File: src/rtl/rtc_timebase_counter_pkg.sv
// Shared constants and mode decoding for the stopwatch time base.
// The control block's three strobes collapse into one of four operating modes.
package rtc_pkg;

  localparam int RTC_CLK_DIV_10MS = 1_000_000;
  localparam int RTC_CNT_W        = 24;
  localparam int RTC_PRESC_W      = 20;

  typedef enum logic [1:0] {
    MODE_CLEAR = 2'd0,
    MODE_RUN   = 2'd1,
    MODE_LAP   = 2'd2,
    MODE_STOP  = 2'd3
  } rtc_mode_e;

  // Init dominates; without enable the block is stopped regardless of latch.
  function automatic rtc_mode_e rtc_decode_mode(input logic init,
                                                input logic enb,
                                                input logic latch);
    if (init) begin
      return MODE_CLEAR;
    end else if (!enb) begin
      return MODE_STOP;
    end else if (latch) begin
      return MODE_RUN;
    end else begin
      return MODE_LAP;
    end
  endfunction

endpackage

File: src/rtl/rtc_timebase_counter_if.sv
// Control-in / time-out bundle between the trigger block, the time base and the display formatter.
// master = the side driving the control strobes, slave = the time base itself.
interface rtc_timebase_counter_if
  import rtc_pkg::*;
#(
  parameter int CNT_W = RTC_CNT_W
);

  logic             count_init;
  logic             count_enb;
  logic             latch_count;
  logic             tick;
  logic [CNT_W-1:0] count;
  logic [CNT_W-1:0] latched;
  logic             latch_upd;
  logic             overflow;

  modport master (
    output count_init, count_enb, latch_count,
    input  tick, count, latched, latch_upd, overflow
  );

  modport slave (
    input  count_init, count_enb, latch_count,
    output tick, count, latched, latch_upd, overflow
  );

endinterface

File: src/rtl/rtc_timebase_counter_prescaler.sv
// Divides i_sclk by CLK_DIV while enabled; wrap_o flags the edge on which the interval completes.
// Holding while disabled preserves the sub-tick fraction across a pause.
module rtc_prescaler
  import rtc_pkg::*;
#(
  parameter int CLK_DIV = RTC_CLK_DIV_10MS,
  parameter int PRESC_W = RTC_PRESC_W
) (
  input  logic i_sclk,
  input  logic i_reset_n,
  input  logic clear_i,
  input  logic enable_i,
  output logic wrap_o
);

  localparam logic [PRESC_W-1:0] LAST = PRESC_W'(CLK_DIV - 1);

  logic [PRESC_W-1:0] presc_q;
  logic [PRESC_W-1:0] presc_d;

  // Combinational strobe: the parent registers it, so tick and count move together.
  assign wrap_o = enable_i && !clear_i && (presc_q == LAST);

  always_comb begin
    presc_d = presc_q;
    if (clear_i) begin
      presc_d = '0;
    end else if (enable_i) begin
      presc_d = (presc_q == LAST) ? '0 : presc_q + PRESC_W'(1);
    end
  end

  always_ff @(posedge i_sclk or negedge i_reset_n) begin
    if (!i_reset_n) begin
      presc_q <= '0;
    end else begin
      presc_q <= presc_d;
    end
  end

endmodule

File: src/rtl/rtc_timebase_counter.sv
// Stopwatch time base: 10 ms tick generation, elapsed-tick counter, lap/display latch
// and sticky overflow. All outputs are registered.
module rtc_timebase_counter
  import rtc_pkg::*;
#(
  parameter int CLK_DIV = RTC_CLK_DIV_10MS,
  parameter int PRESC_W = RTC_PRESC_W,
  parameter int CNT_W   = RTC_CNT_W
) (
  input  logic                  i_sclk,
  input  logic                  i_reset_n,
  rtc_timebase_counter_if.slave bus
);

  rtc_mode_e mode;
  logic      clear;
  logic      run;
  logic      wrap;

  logic             tick_q,      tick_d;
  logic [CNT_W-1:0] count_q,     count_d;
  logic [CNT_W-1:0] latched_q,   latched_d;
  logic             overflow_q,  overflow_d;
  logic             latch_chg_q, latch_chg_d;
  logic             latch_upd_q;

  assign mode  = rtc_decode_mode(bus.count_init, bus.count_enb, bus.latch_count);
  assign clear = (mode == MODE_CLEAR);
  assign run   = (mode == MODE_RUN) || (mode == MODE_LAP);

  rtc_prescaler #(
    .CLK_DIV (CLK_DIV),
    .PRESC_W (PRESC_W)
  ) u_prescaler (
    .i_sclk    (i_sclk),
    .i_reset_n (i_reset_n),
    .clear_i   (clear),
    .enable_i  (run),
    .wrap_o    (wrap)
  );

  always_comb begin
    tick_d     = 1'b0;
    count_d    = count_q;
    latched_d  = latched_q;
    overflow_d = overflow_q;
    if (clear) begin
      count_d    = '0;
      latched_d  = '0;
      overflow_d = 1'b0;
    end else begin
      tick_d = wrap;
      if (wrap) begin
        count_d = count_q + CNT_W'(1);
        if (count_q == '1) begin
          overflow_d = 1'b1;
        end
      end
      // Latch samples the pre-edge count, so the display trails the live count by one cycle.
      if (bus.latch_count) begin
        latched_d = count_q;
      end
    end
    latch_chg_d = (latched_d != latched_q);
  end

  // The update pulse trails the display change by one cycle so the formatter sees a stable value.
  always_ff @(posedge i_sclk or negedge i_reset_n) begin
    if (!i_reset_n) begin
      tick_q      <= 1'b0;
      count_q     <= '0;
      latched_q   <= '0;
      overflow_q  <= 1'b0;
      latch_chg_q <= 1'b0;
      latch_upd_q <= 1'b0;
    end else begin
      tick_q      <= tick_d;
      count_q     <= count_d;
      latched_q   <= latched_d;
      overflow_q  <= overflow_d;
      latch_chg_q <= latch_chg_d;
      latch_upd_q <= latch_chg_q;
    end
  end

  assign bus.tick      = tick_q;
  assign bus.count     = count_q;
  assign bus.latched   = latched_q;
  assign bus.latch_upd = latch_upd_q;
  assign bus.overflow  = overflow_q;

endmodule

File: src/flat_wrapper.sv
// flat-port wrapper written by rule: the top's interface ports become plain ports
module rtc_timebase_counter_flat import rtc_pkg::*;
#(
  parameter int CLK_DIV = RTC_CLK_DIV_10MS,
  parameter int PRESC_W = RTC_PRESC_W,
  parameter int CNT_W   = RTC_CNT_W
)
  (i_sclk, i_reset_n, bus_count_init, bus_count_enb, bus_latch_count, bus_tick, bus_count, bus_latched, bus_latch_upd, bus_overflow);
  rtc_timebase_counter_if #(.CNT_W(CNT_W)) bus_i ();
  input  logic i_sclk;
  input  logic i_reset_n;
  input wire logic [$bits(bus_i.count_init)-1:0] bus_count_init;
  input wire logic [$bits(bus_i.count_enb)-1:0] bus_count_enb;
  input wire logic [$bits(bus_i.latch_count)-1:0] bus_latch_count;
  output wire logic [$bits(bus_i.tick)-1:0] bus_tick;
  output wire logic [$bits(bus_i.count)-1:0] bus_count;
  output wire logic [$bits(bus_i.latched)-1:0] bus_latched;
  output wire logic [$bits(bus_i.latch_upd)-1:0] bus_latch_upd;
  output wire logic [$bits(bus_i.overflow)-1:0] bus_overflow;
  assign bus_i.count_init = bus_count_init;
  assign bus_i.count_enb = bus_count_enb;
  assign bus_i.latch_count = bus_latch_count;
  assign bus_tick = bus_i.tick;
  assign bus_count = bus_i.count;
  assign bus_latched = bus_i.latched;
  assign bus_latch_upd = bus_i.latch_upd;
  assign bus_overflow = bus_i.overflow;
  rtc_timebase_counter #(.CLK_DIV(CLK_DIV), .PRESC_W(PRESC_W), .CNT_W(CNT_W)) u_core (.i_sclk(i_sclk), .i_reset_n(i_reset_n), .bus(bus_i));
endmodule
File: config.mk
export PLATFORM = sky130hd
export DESIGN_NAME = rtc_timebase_counter_flat
export DESIGN_NICKNAME = d
export VERILOG_FILES = /design/src/rtl/rtc_timebase_counter_pkg.sv /design/src/rtl/rtc_timebase_counter_if.sv /design/src/rtl/rtc_timebase_counter_prescaler.sv /design/src/rtl/rtc_timebase_counter.sv /design/src/flat_wrapper.sv
export SDC_FILE = /design/constraint.sdc
export NUM_CORES = 1
export LEC_CHECK = 0
export CORE_MARGIN = 3
export CORE_UTILIZATION = 55
export CTS_CLUSTER_DIAMETER = 30
export DETAILED_ROUTE_END_ITERATION = 7
export DONT_BUFFER_PORTS = 1
export PLACE_DENSITY = 0.7
export SYNTH_ARGS = -nofsm -noshare
export SYNTH_HDL_FRONTEND = slang
export SYNTH_HIERARCHICAL = 1
export SYNTH_SLANG_ARGS = --single-unit
File: constraint.sdc
create_clock -name i_sclk -period 3.6 [get_ports i_sclk]
set_clock_uncertainty 0.1 [all_clocks]
set_input_delay 0.72 -clock i_sclk [delete_from_list [all_inputs] [get_ports i_sclk]]
set_output_delay 0.72 -clock i_sclk [all_outputs]
set_load 0.02 [all_outputs]
# Word-level counts from Yosys, hierarchy flattened

Cells that the tools add are included.

Output and inout bits: 51
Register bits after elaboration: 72
Word-level logic and storage cells: 37
Input port bits: 5

Multiplexer cells: 14
Reduce and logical (&&, ||, !) cells: 9
Eq/ne operators: 5
Add/subtract/negate cells: 2

Operator list:

| operator                                                              | number |
|---|---|
| 24-bit 2-to-1 mux                                                     | 4 |
| 20-bit 2-to-1 mux                                                     | 3 |
| 24-bit by 1-bit adder with 24-bit output, second input constant       | 1 |
| 24-bit equality test, second input constant                           | 1 |
| 24-bit != test                                                        | 1 |
| 20-bit by 1-bit adder with 20-bit output, second input constant       | 1 |
| 20-bit equality test, second input constant                           | 1 |
| 2-bit 2-to-1 mux                                                      | 3 |
| 2-bit nonzero test                                                    | 3 |
| 1-bit 2-to-1 mux                                                      | 4 |
| 2-bit by 1-bit equality test with 1-bit output, second input constant | 1 |
| 2-bit equality test, second input constant                            | 1 |
| 1-bit logical AND                                                     | 2 |
| 2-bit logical NOT                                                     | 1 |
| 2-bit AND reduction                                                   | 1 |
| 1-bit logical NOT                                                     | 1 |
| 1-bit logical OR                                                      | 1 |

# Logic depth before layout (Yosys ltp)

Gate-level depths: netlist (run 1).

Word-level depth: 9
Mapped depth: 12
Mapped depth without buffers: 10

# By module

The synthesis (run 1) kept the hierarchy.

By module, submodules not included:

| module               | cells an instance | times used | sequential area each (sq um) | area an instance (sq um) |
|---|---|---|---|---|
| rtc_timebase_counter | 290               | 1          | 1,301.2                      | 2,790.2 |
| rtc_prescaler        | 138               | 1          | 500.5                        | 1,188.6 |

# Worst setup path after synthesis (run 1)

No wires, ideal clock.

Kind: input -> register
Start: in bus_latch_count
End: reg u_core.count_q[23] (netlist: u_core/bus.count[23])
Setup time: 0.132 ns
Arrival time: 3.571 ns
Data required time: 3.368 ns
Setup slack: -0.202 ns
Stages: 12
Cells stage by stage: clkbuf_1 -> buf_2 -> a21o_1 -> ha_1 -> nand2b_1 -> nor4_1 -> nand4_2 -> or2_1 -> buf_6 -> nor4_4 -> xnor2_1 -> nor2_1

Word-level cells in the longest chain between the ends: 8
Elaborated cells on any way between the ends: 12
Classes of those cells: eq/ne (2); mux (4); reduce/logical (6)

Ends and longest elaborated chain:

| element                                                                                      | RTL line                             | RTL |
|---|---|---|
| from (decl)                                                                                  | flat_wrapper.sv:14                   | `input wire logic [$bits(bus_i.latch_count)-1:0] bus_latch_count;` |
| 2-bit 2-to-1 mux (*)                                                                         | rtc_timebase_counter_pkg.sv:24       | `end else if (latch) begin` |
| 2-bit 2-to-1 mux (*)                                                                         | rtc_timebase_counter_pkg.sv:22       | `end else if (!enb) begin` |
| 2-bit 2-to-1 mux (*)                                                                         | rtc_timebase_counter_pkg.sv:20       | `if (init) begin` |
| 2-bit by 1-bit equality test with 1-bit output / 2-bit equality test (equally long branches) | rtc_timebase_counter.sv:29           | `assign run = (mode == MODE_RUN) \|\| (mode == MODE_LAP);` |
| 1-bit logical OR (*)                                                                         | rtc_timebase_counter.sv:29           |  |
| via u_core.run                                                                               | rtc_timebase_counter.sv:17           | `logic run;` |
| 1-bit logical AND (*) (2 in series)                                                          | rtc_timebase_counter_prescaler.sv:22 | `assign wrap_o = enable_i && !clear_i && (presc_q == LAST);` |
| via u_core.wrap                                                                              | rtc_timebase_counter.sv:18           | `logic wrap;` |
| 2-bit nonzero test (no source line) (*)                                                      | n/a                                  |  |
| to (signal assigned)                                                                         | rtc_timebase_counter.sv:78           | `count_q <= count_d;` |
| to (decl)                                                                                    | rtc_timebase_counter.sv:21           | `logic [CNT_W-1:0] count_q, count_d;` |

Mark *: on every way through the listed nets, which the timed path passes. The rest lies on a longest branch.
A chain may end at the register's enable or synchronous reset.

# Worst setup path after layout (run 1)

Start: in bus_latch_count
End: reg u_core.count_q[22] (netlist: u_core/bus.count[22])

Same word-level chain as after synthesis.

==> results of run 1 <==
## critical path, stage by stage
cell      delay [ns]
inv_1           0.04
a21o_1          0.17
ha_2            0.38
nand2b_1        0.18
nor4_2          0.26
buf_4           0.20
and3_1          0.22
nor2b_1         0.37
and4bb_2        0.29
xnor2_1         0.11
nor2_1          0.05
## routing by layer
metal,vias to the layer above,global-route usage (%),part of all wire (%)
li1,1500,-,-
met1,1570,36.42,46
met2,147,34.52,43
met3,15,6.959,9.0
met4,0,9.045,2.0
met5,-,0,0
## path summary, 6_finish.rpt
check | slack [ns] | startpoint | to | depth (start not counted)
min reg2reg | 0.27 | u_core/latch_chg_q | u_core/bus.latch_upd | 0
min in group i_sclk | 0.27 | u_core/latch_chg_q | u_core/bus.latch_upd | 0
max in group asynchronous | 2.95 | i_reset_n | u_core/bus.count[18] | 1
max reg2reg | 0.79 | u_core/u_prescaler/presc_q[13] | u_core/bus.count[22] | 9
min | 0.14 | i_reset_n | u_core/u_prescaler/presc_q[17] | 1
max | 0.72 | bus_latch_count | u_core/bus.count[22] | 11
## cell families after synthesis
logic type / count (synthesis)
adder cells (fa/ha/maj): 3
AND/OR/NAND/NOR: 189
XOR/XNOR: 22
flip-flops: 72
AO/OA/AOI/OAI: 64
multiplexers: 29
buffers and inverters: 49
## where the power goes
part           internal, mW  switching, mW
combinational        0.0339         0.0690
clock                 0.391          0.306
sequential            0.816        0.00993
## final cells by class
type / count / area share [%]
flip-flops and latches: 72 / 42.17
clock inverters: 5 / 1.903
inverters: 27 / 2.372
clock buffers: 11 / 3.075
repair buffers: 5 / 1.347
multi-input cells: 307 / 46.33
well taps: 96 / 2.811
## stage by stage
stage | setup WS, ns | cell area, sq um | utilization, % | power, mW | hold WS [ns]
floorplan | 0.04766 | 3985 | - | 0.9135 | 0.2312
global placement | 0.4582 | 4033 | 58.39 | 0.9239 | 0.2376
detailed placement | 0.4136 | 4033 | 58.39 | 0.9251 | 0.2529
CTS | 0.7840 | 4273 | 61.87 | 1.637 | 0.1570
global route | 0.6050 | 4273 | 61.87 | 1.690 | 0.1606
finish | 0.7201 | 4273 | 61.87 | 1.625 | 0.1449
## flip-flops by register name (all words and copies together) (netlist names)
signal	cells
u_core/bus.count	24
u_core/latch_chg_q	1
u_core/u_prescaler/presc_q	20
u_core/bus.tick	1
u_core/bus.latched	24
u_core/bus.overflow	1
u_core/bus.latch_upd	1
## cell usage in the layout, fill, tap and decap left out, types with 4 or more instances in the layout
cell / Yosys / final
nand3b_1: 4 / 4
dfrtp_1: 72 / 72
inv_1: 27 / 27
or4_1: 4 / 4
a21oi_1: 15 / 15
mux2i_1: 28 / 28
nor2b_1: 12 / 12
o22ai_1: 9 / 9
nand2b_1: 4 / 4
nor2_1: 60 / 60
o21ai_0: 8 / 8
nand3_1: 19 / 19
nor4_1: 7 / 6
buf_4: 1 / 4
or3_1: 7 / 7
xnor2_1: 16 / 16
a31oi_1: 6 / 6
xor2_1: 6 / 6
nor3_1: 8 / 8
and3_1: 6 / 6
clkbuf_8: 0 / 9
nand4_1: 11 / 11
nand2_1: 28 / 28
## timing repair
| action | in CTS | in global routing |
|---|---|---|
| hold buffers | 1 | 0 |
| hold endpoints to repair | 72 | 0 |
| endpoints found under the setup margin | 0 | 0 |
## cells in the mapped netlist (2+ instances only)
| cell type | count |
|---|---|
| o21a_1 | 2 |
| nor2b_1 | 12 |
| dfrtp_1 | 72 |
| o41ai_1 | 2 |
| nand2b_1 | 4 |
| clkbuf_1 | 8 |
| and4bb_2 | 2 |
| buf_1 | 3 |
| o21ai_0 | 8 |
| a221oi_1 | 3 |
| o22ai_1 | 9 |
| or2_1 | 2 |
| xnor2_1 | 16 |
| nand2_1 | 28 |
| a31oi_1 | 6 |
| and3_1 | 6 |
| nand4_1 | 11 |
| ha_1 | 3 |
| buf_2 | 7 |
| and4_1 | 3 |
| inv_1 | 27 |
| a21o_1 | 3 |
| nand3b_1 | 4 |
| or4_1 | 4 |
| nand3_1 | 19 |
| mux2i_1 | 28 |
| nor3_1 | 8 |
| a32oi_1 | 2 |
| nand4_2 | 2 |
| nor2_1 | 60 |
| clkbuf_2 | 2 |
| a2111oi_0 | 3 |
| or3_1 | 7 |
| o2111ai_1 | 2 |
| a22oi_1 | 3 |
| xor2_1 | 6 |
| nor4_1 | 7 |
| a21oi_1 | 15 |
==> reports/metrics.csv, run 1 <==
stage,metric,value,unit
status,run_status,"finished, final reports clean",
final_layout,diodes,0,
synthesis,synth-xor-area-share,4.843,%
placed_design,dp_hpwl,6.780,mm
power_and_ir_drop,peakVddDrop,211.9,uV
cts,clock-sinks,72,
power_and_ir_drop,power.density,380.3,nW/um^2
synthesis,yosysSeqAreaShare,45.28,%
routing,drc,0,
synthesis,synth_mux_area_share,7.327,%
cts,cts_setup_buffers,0,
timing,hold_viol,0,
min_path,min_path_type,input pin to asynchronous set/reset pin,
synthesis,synth_compound_area_share,10.69,%
cts,cts_tree,done,
final_layout,multi_input_area,1979,sq um
setup_path,start_kind,input pin,
synthesis,yosys.area_share.simple,25.72,%
setup_path,cp.arrival,2.99,ns
grt,track_usage,24.73,%
synthesis,synth_top_area_cell,dfrtp_1,
final_layout,seqCellArea,1802,sq um
routing,drt_iter0_drc,239,
final_layout,nNetsFinal,430,
final_layout,area_delta_synth_final,7.390,%
floorplan,die_area,8291,sq um
cts,h-tree-depth,3,
synthesis,synth_top_family_by_area,simple AND/OR/NAND/NOR gates,
grt,grt_overflow,0,
cts,numCtsBuffers,9,
floorplan,die_w,91.06,microns
synthesis,ys_warn_count,6,
timing,slew_headroom,55.36,%
synthesis,synth_edf_count,0,
routing,viasPerCell,6.180,
cts,clock_path_buffers,2,
timing,final.period_utilization,80.00,%
placed_design,dpl.cell_count,506,
synthesis,yosys.area.top_type_share,45.28,%
floorplan,start_util,57.61,%
cts,path_clk_slew,0.08,ns
floorplan,core,6907,sq um
timing,finalSetupViolations,0,
final_layout,finalNonFillerCells,523,
setup_path,crit_fanout,29,
synthesis,ys_types,57,
synthesis,synth_area_per_cell,9.296,sq um
routing,routed_wl,9.856,mm
cts,clk_root_buffer_cell,clkbuf_8,
synthesis,ys_ff_latch,72,
cts,insertion_delay,0.35,ns
setup_path,required,3.72,ns
timing,setup-tns-final,0,ns
routing,wire_per_inst,18.85,microns
placed_design,place_congestion,0.9635,
floorplan,ios,56,
routing,postRouteAntennaNets,0,
synthesis,syn-num-nets,436,
setup_path,cp-end-kind,flip-flop,
floorplan,die_h,91.06,microns
timing,worst_pin_slew,0.6697,ns
synthesis,async_flop_share,100.0,%
synthesis,syn-instance-count,428,
timing,maxSlewViolCount,0,
power_and_ir_drop,leakagePower,1.880,nW
synthesis,synth_area_leaders,"dfrtp_1, mux2i_1, nor2_1, xnor2_1, nand2_1",
routing,vias,3232,
grt,grt_max_degree,73,
synthesis,netlist_area,3979,sq um
timing,max_freq,0.3472,GHz
placed_design,port_buffers,0,
floorplan,fp-row-count,30,
setup_path,crit_type,input pin to flip-flop,
synthesis,dominantRegCellSynth,dfrtp_1,
grt,grt_first_pass_wirelength,16.38,mm
grt,grt_pass1_vias,3001,
final_layout,drive_above_1_share,7.494,%
routing,dr.pass1.iters,5,
timing,rsz0062_at_grt,false,
timing,fin_crit,2.880,ns
synthesis,synth_fa_ha_area_share,0.9434,%
cts,cts_resized,0,
job,maxCapViolations,0,
grt,antenna_found_initial,0,
final_layout,fill_cells,623,
(Power assumes the default switching activity.)
==> run 2, diff against run 1 <==
--- a/config.mk
+++ b/config.mk
@@ -10,7 +10,7 @@
 export CTS_CLUSTER_DIAMETER = 30
 export DETAILED_ROUTE_END_ITERATION = 7
 export DONT_BUFFER_PORTS = 1
-export PLACE_DENSITY = 0.7
+export PLACE_DENSITY = 0.73
 export SYNTH_ARGS = -nofsm -noshare
 export SYNTH_HDL_FRONTEND = slang
 export SYNTH_HIERARCHICAL = 1
==> constraint.sdc (replaced) <==
create_clock -name i_sclk -period 2.55 [get_ports i_sclk]
set_clock_uncertainty 0.1 [all_clocks]
set_input_delay 0.51 -clock i_sclk [delete_from_list [all_inputs] [get_ports i_sclk]]
set_output_delay 0.51 -clock i_sclk [all_outputs]
set_load 0.02 [all_outputs]
==> run 2 against run 1 <==
  * Highest routed layer unchanged
  * Global-route usage shrank 0.52 points
  * Via count grew 2.1%
  * Sequential share of layout area shrank 2.4 points
  * Die area unchanged
==> reports/metrics.csv, run 2 (synthesized netlist as in run 1, its figures left out) <==
stage,metric,value,unit,change
grt,use_met1,36.13,%,-0.29 points
grt,grt_overflow,0,,unchanged
floorplan,ios,56,,unchanged
routing,routed_wl,9.787,mm,-0.70%
grt,grt_pass1_vias,3006,,+0.17%
grt,grt_first_pass_wirelength,15.91,mm,-2.9%
grt,grt_max_degree,73,,unchanged
routing,vias,3300,,+2.1%
grt,use_met3,6.877,%,-0.083 points
timing,maxSlewViolCount,0,,unchanged
power_and_ir_drop,p_seq_share,55.0,%,+4.2 points
grt,track_usage,24.21,%,-0.52 points
final_layout,final_cell_mix,"dfrtp_1, nor2_1, buf_4",,
floorplan,die_h,91.06,microns,unchanged
routing,drt_iter0_drc,276,,+15%
power_and_ir_drop,p_total,2.118,mW,+30%
cts,clock-sinks,72,,unchanged
timing,final.period_utilization,95.18,%,
routing,postRouteAntennaNets,0,,unchanged
power_and_ir_drop,power_frac_comb,8.3,%,+2.0 points
final_layout,area_delta_synth_final,13.87,%,
floorplan,die_w,91.06,microns,unchanged
job,maxCapViolations,0,,unchanged
timing,fin_crit,2.427,ns,
setup_path,cp.arrival,2.55,ns,-0.44 ns
floorplan,core,6907,sq um,unchanged
power_and_ir_drop,p_sw_share,24.84,%,+1.2 points
timing,slew_headroom,63.02,%,+7.7 points
routing,drc,0,,unchanged
final_layout,final_common_cell,dfrtp_1,,
min_path,min_path_type,input pin to flip-flop,,
cts,cts_resized,0,,unchanged
power_and_ir_drop,pwr-share-clk,36.7,%,-6.2 points
power_and_ir_drop,power_switching,0.5262,mW,+37%
cts,cts_tree,done,,
cts,path_clk_slew,0.07,ns,about the same
setup_path,cp-end-kind,flip-flop,,
grt,grt_most_used_layer,met1,,
routing,viasPerCell,5.946,,-3.8%
setup_path,crit_type,flip-flop to flip-flop,,
power_and_ir_drop,p_int,1.592,mW,+28%
power_and_ir_drop,power.density,467.6,nW/um^2,+23%
status,run_status,"finished, final reports clean",,
routing,dr.pass1.iters,5,,unchanged
power_and_ir_drop,peakVddDrop,332.7,uV,+57%
cts,insertion_delay,0.35,ns,about the same
cts,numCtsBuffers,9,,unchanged
final_layout,diodes,0,,unchanged
timing,max_freq,0.4120,GHz,
final_layout,nNetsFinal,464,,+7.9%
placed_design,place_congestion,0.8618,,-11%
final_layout,drive_above_1_share,14.60,%,+7.1 points
grt,use_met2,33.60,%,-0.92 points
timing,hold_viol,0,,unchanged
setup_path,start_kind,flip-flop,,
routing,wire_per_inst,17.63,microns,-6.4%
timing,holdWs,0.2306,ns,+0.08570 ns
setup_path,required,2.68,ns,-1.04 ns
cts,clock_path_buffers,2,,unchanged
floorplan,start_util,57.61,%,unchanged
placed_design,dp_hpwl,6.909,mm,+1.9%
setup_path,ff2ff_setup_slack,0.12,ns,-0.67 ns
timing,worst_pin_slew,0.5496,ns,-0.1201 ns
timing,rsz0062_at_grt,false,,
power_and_ir_drop,leakagePower,2.055,nW,+9.4%
setup_path,crit_fanout,5,,-83%
cts,clk_root_buffer_cell,clkbuf_8,,
placed_design,dpl.cell_count,538,,+6.3%
floorplan,fp-row-count,30,,unchanged
timing,finalSetupViolations,0,,unchanged
grt,antenna_found_initial,0,,unchanged
cts,h-tree-depth,3,,unchanged
final_layout,finalNonFillerCells,555,,+6.1%
placed_design,port_buffers,0,,unchanged
floorplan,die_area,8291,sq um,unchanged
run 2: changes by cell type in the layout (fill, tap and decap cells not counted), sizes merged:
cell and delta:
buf +33, bufinv -2, clkbuf +2, clkinv -1, clkinvlp -1, dlygate4sd3 +1
run 2: per-stage QoR:
stage	utilization (%)	area (sq um)	TNS (ns)	setup WS, ns
floorplan	-	4065	-3.055	-0.2843
global placement	62.72	4332	0	0.07477
detailed placement	62.72	4332	0	0.01373
CTS	65.49	4523	0	0.08407
global route	65.60	4531	0	0.007576
finish	65.60	4531	0	0.1230
run 2: path summary, 6_finish.rpt:
kind | end | depth (start not counted) | startpoint
setup / recovery | u_core/bus.count[21] | 9 | u_core/u_prescaler/presc_q[13]
hold / removal | u_core/bus.latched[8] | 2 | bus_latch_count
setup reg to reg | u_core/bus.count[21] | 9 | u_core/u_prescaler/presc_q[13]
hold reg to reg | u_core/bus.latch_upd | 0 | u_core/latch_chg_q
max in group asynchronous | u_core/u_prescaler/presc_q[6] | 2 | i_reset_n
min in group asynchronous | u_core/bus.count[19] | 2 | i_reset_n
run 2: critical path, stage by stage, from the launching register on:
cell and delay, ns:
dfrtp_1 0.38, nor4_1 0.31, nand3b_1 0.24, nor4_4 0.33
nand4_2 0.14, or2_1 0.26, buf_4 0.18, nor3b_2 0.20
xnor2_1 0.14, nor2_1 0.05
run 2: per-layer routing:
metal | part of all wire [%] | routed length, microns
met1 | 46 | 4531
met2 | 43 | 4197
met3 | 9.1 | 886
met4 | 1.8 | 172
met5 | 0 | 0
run 2: power groups by stage:
stage | Combinational, mW | Clock [mW] | Sequential [mW]
2_1_floorplan | 0.120 | 0 | 1.18
6_report | 0.175 | 0.777 | 1.17
5_1_grt | 0.197 | 0.842 | 1.17
4_1_cts | 0.177 | 0.788 | 1.17
3_3_place_gp | 0.144 | 0 | 1.19
3_5_place_dp | 0.147 | 0 | 1.19
run 2: area by class of cell:
| type | instances | area, sq um |
|---|---|---|
| fillers | 567 | 2376 |
| repair buffers | 39 | 327.8 |
| clock buffers | 13 | 148.9 |
| clock inverters | 1 | 5.005 |
| well taps | 96 | 120.1 |
| multi-input cells | 307 | 2026 |
| flip-flops and latches | 72 | 1802 |
| inverters | 27 | 101.3 |
run 2: what timing repair did:
action,in CTS,in global routing
hold endpoints to repair,72,0
setup buffers,0,1
endpoints found under the setup margin,0,8
hold buffers,2,0
==> run 3, diff against run 2 <==
--- a/config.mk
+++ b/config.mk
@@ -6,11 +6,10 @@
 export NUM_CORES = 1
 export LEC_CHECK = 0
 export CORE_MARGIN = 3
-export CORE_UTILIZATION = 55
+export CORE_UTILIZATION = 35
 export CTS_CLUSTER_DIAMETER = 30
 export DETAILED_ROUTE_END_ITERATION = 7
 export DONT_BUFFER_PORTS = 1
-export PLACE_DENSITY = 0.73
 export SYNTH_ARGS = -nofsm -noshare
 export SYNTH_HDL_FRONTEND = slang
 export SYNTH_HIERARCHICAL = 1
==> run 3 against run 2 <==
  * Final cell count increased by 9.4%
  * Flip-flop and latch count unchanged
  * Via count increased by 1.7%
  * Sequential share of layout area decreased by 2.3 points
  * Critical path depth decreased by 1
  * Power increased by 25%
  * Fmax increased by 2.7%
  * Routed wire length increased by 10%
  * Critical endpoint is now u_core/bus.count[13]
  * Highest routed layer unchanged
==> reports/metrics.csv, run 3 (synthesized netlist as in run 1, its figures left out) <==
stage,metric,value,unit,change
floorplan,die_w,112.6,microns,+24%
routing,viasPerCell,5.530,,-7.0%
setup_path,worst_path_max_delay_cell,dfrtp_1,,
routing,dr.pass1.iters,4,,-1
placed_design,dp_hpwl,7.490,mm,+8.4%
routing,drt_iter0_drc,242,,-12%
setup_path,required,2.71,ns,+0.03 ns
final_layout,multi_input_area,2032,sq um,+0.31%
final_layout,nNetsFinal,470,,+1.3%
routing,drc,0,,unchanged
setup_path,ff2ff_setup_slack,0.19,ns,+0.06 ns
grt,track_usage,17.42,%,-6.8 points
floorplan,die_area,12680,sq um,+53%
setup_path,crit_type,flip-flop to flip-flop,,
final_layout,diodes,0,,unchanged
setup_path,cp-startpoint,u_core/u_prescaler/presc_q[13],,
cts,insertion_delay,0.34,ns,about the same
power_and_ir_drop,leakagePower,2.162,nW,+5.2%
floorplan,start_util,36.23,%,-21 points
timing,finalSetupViolations,0,,unchanged
grt,grt_first_pass_wirelength,17.58,mm,+10%
timing,hold_viol,0,,unchanged
timing,max_freq,0.4230,GHz,+2.7%
cts,numCtsBuffers,9,,unchanged
placed_design,place_worst_setup_slack,-0.03790,ns,-0.05163 ns
final_layout,seqCellArea,1802,sq um,unchanged
setup_path,path_cells,nor4_2 -> nand3b_1 -> nor4_4 -> nand4_2 -> or2_1 -> buf_12 -> or3_1 -> a21oi_1,,
cts,path_clk_slew,0.06,ns,about the same
power_and_ir_drop,peakVddDrop,488.7,uV,+47%
cts,clk_root_buffer_cell,clkbuf_16,,
setup_path,cp-endpoint,u_core/bus.count[13],,
setup_path,cp.arrival,2.52,ns,-0.03 ns
timing,fin_crit,2.364,ns,-0.06274 ns
routing,wire_per_inst,17.78,microns,+0.82%
grt,grt_overflow,0,,unchanged
cts,h-tree-depth,3,,unchanged
floorplan,die_h,112.6,microns,+24%
setup_path,crit_fanout,10,,+5
job,maxCapViolations,0,,unchanged
grt,grt_max_degree,73,,unchanged
cts,clock_path_buffers,2,,unchanged
power_and_ir_drop,power.density,550.9,nW/um^2,+18%
timing,setup_slack,0.1857,ns,+0.06274 ns
cts,clock-sinks,72,,unchanged
placed_design,port_buffers,0,,unchanged
setup_path,cp_slowest_stage_delay,0.39,ns,about the same
placed_design,place_congestion,0.8657,,+0.45%
floorplan,ios,56,,unchanged
status,run_status,"finished, final reports clean",,
final_layout,area_delta_synth_final,20.72,%,
timing,worst_pin_slew,0.5763,ns,+0.02677 ns
timing,final.period_utilization,92.72,%,-2.5 points
routing,postRouteAntennaNets,0,,unchanged
cts,cts_tree,done,,
routing,vias,3357,,+1.7%
setup_path,r2r_start,u_core/u_prescaler/presc_q[13],,
setup_path,r2r_end,u_core/bus.count[13],,
timing,slew_headroom,61.22,%,-1.8 points
grt,antenna_found_initial,0,,unchanged
setup_path,cp-end-kind,flip-flop,,
final_layout,utilization,43.73,%,-22 points
setup_path,start_kind,flip-flop,,
final_layout,fill_cells,1057,,+86%
final_layout,final_cell_mix,"dfrtp_1, nor2_1, buf_4",,
floorplan,fp-row-count,38,,+27%
setup_path,r2r_cells,8,,-1
final_layout,drive_above_1_share,16.92,%,+2.3 points
final_layout,final_common_cell,dfrtp_1,,
routing,routed_wl,10.79,mm,+10%
floorplan,core,10980,sq um,+59%
min_path,min_path_type,input pin to flip-flop,,
grt,grt_pass1_vias,3197,,+6.4%
timing,maxSlewViolCount,0,,unchanged
run 3: how the worst min path moves through the flow:
| stage | startpoint | end | slack (ns) | cells past startpoint |
|---|---|---|---|---|
| after CTS | bus_latch_count | u_core/bus.latched[8] | 0.23 | 2 |
| after detailed placement | i_reset_n | u_core/bus.latched[12] | 0.12 | 0 |
| final | bus_latch_count | u_core/bus.latched[14] | 0.23 | 2 |
| after global placement | i_reset_n | u_core/bus.latched[12] | 0.12 | 0 |
| after floorplan | i_reset_n | u_core/bus.count[0] | 0.11 | 0 |
| after global routing | bus_latch_count | u_core/bus.latched[12] | 0.24 | 2 |
run 3: final cells by class:
class / count / area share, %
flip-flops and latches: 72 / 37.51
inverters: 27 / 2.110
repair buffers: 45 / 8.023
clock buffers: 11 / 5.262
well taps: 140 / 3.647
multi-input cells: 307 / 42.30
clock inverters: 5 / 1.146
run 3: worst max-delay path, delay by kind of cell (launching register included):
kind | cells | cell delay [ns]
flip-flops | 1 | 0.39
AO/OA/AOI/OAI | 1 | 0.14
buffers and inverters | 1 | 0.16
AND/OR/NAND/NOR | 6 | 1.50
run 3: routing by layer:
metal	global-route usage [%]	up-vias	routed length [microns]
met5	0	-	0
met4	4.327	0	118
met1	23.89	1674	4810
li1	-	1582	-
met2	25.91	91	4972
met3	6.792	10	891
run 3: metrics by stage:
step / instance area (sq um) / hold WS [ns] / std cells / total power [mW] / TNS [ns]
2_1_floorplan: 4065 / 0.1144 / 428 / 1.303 / -3.055
3_3_place_gp: 4429 / 0.1161 / 586 / 1.337 / 0
3_5_place_dp: 4429 / 0.1161 / 586 / 1.339 / -0.1263
4_1_cts: 4775 / 0.2286 / 604 / 2.677 / 0
5_1_grt: 4803 / 0.2376 / 607 / 2.740 / -0.01102
6_report: 4803 / 0.2329 / 607 / 2.646 / 0
run 3: report_power, final:
group | total [mW] | internal (mW) | switching [mW]
clock network | 1.30 | 0.807 | 0.493
registers | 1.17 | 1.15 | 0.0118
logic | 0.181 | 0.0720 | 0.109
run 3: timing repair:
item                                   4_1_cts  5_1_grt
setup buffers                                0        3
gates resized for setup                      0        1
endpoints found under the hold margin       72        0
hold buffers                                 2        0
setup endpoints to repair                    0       15
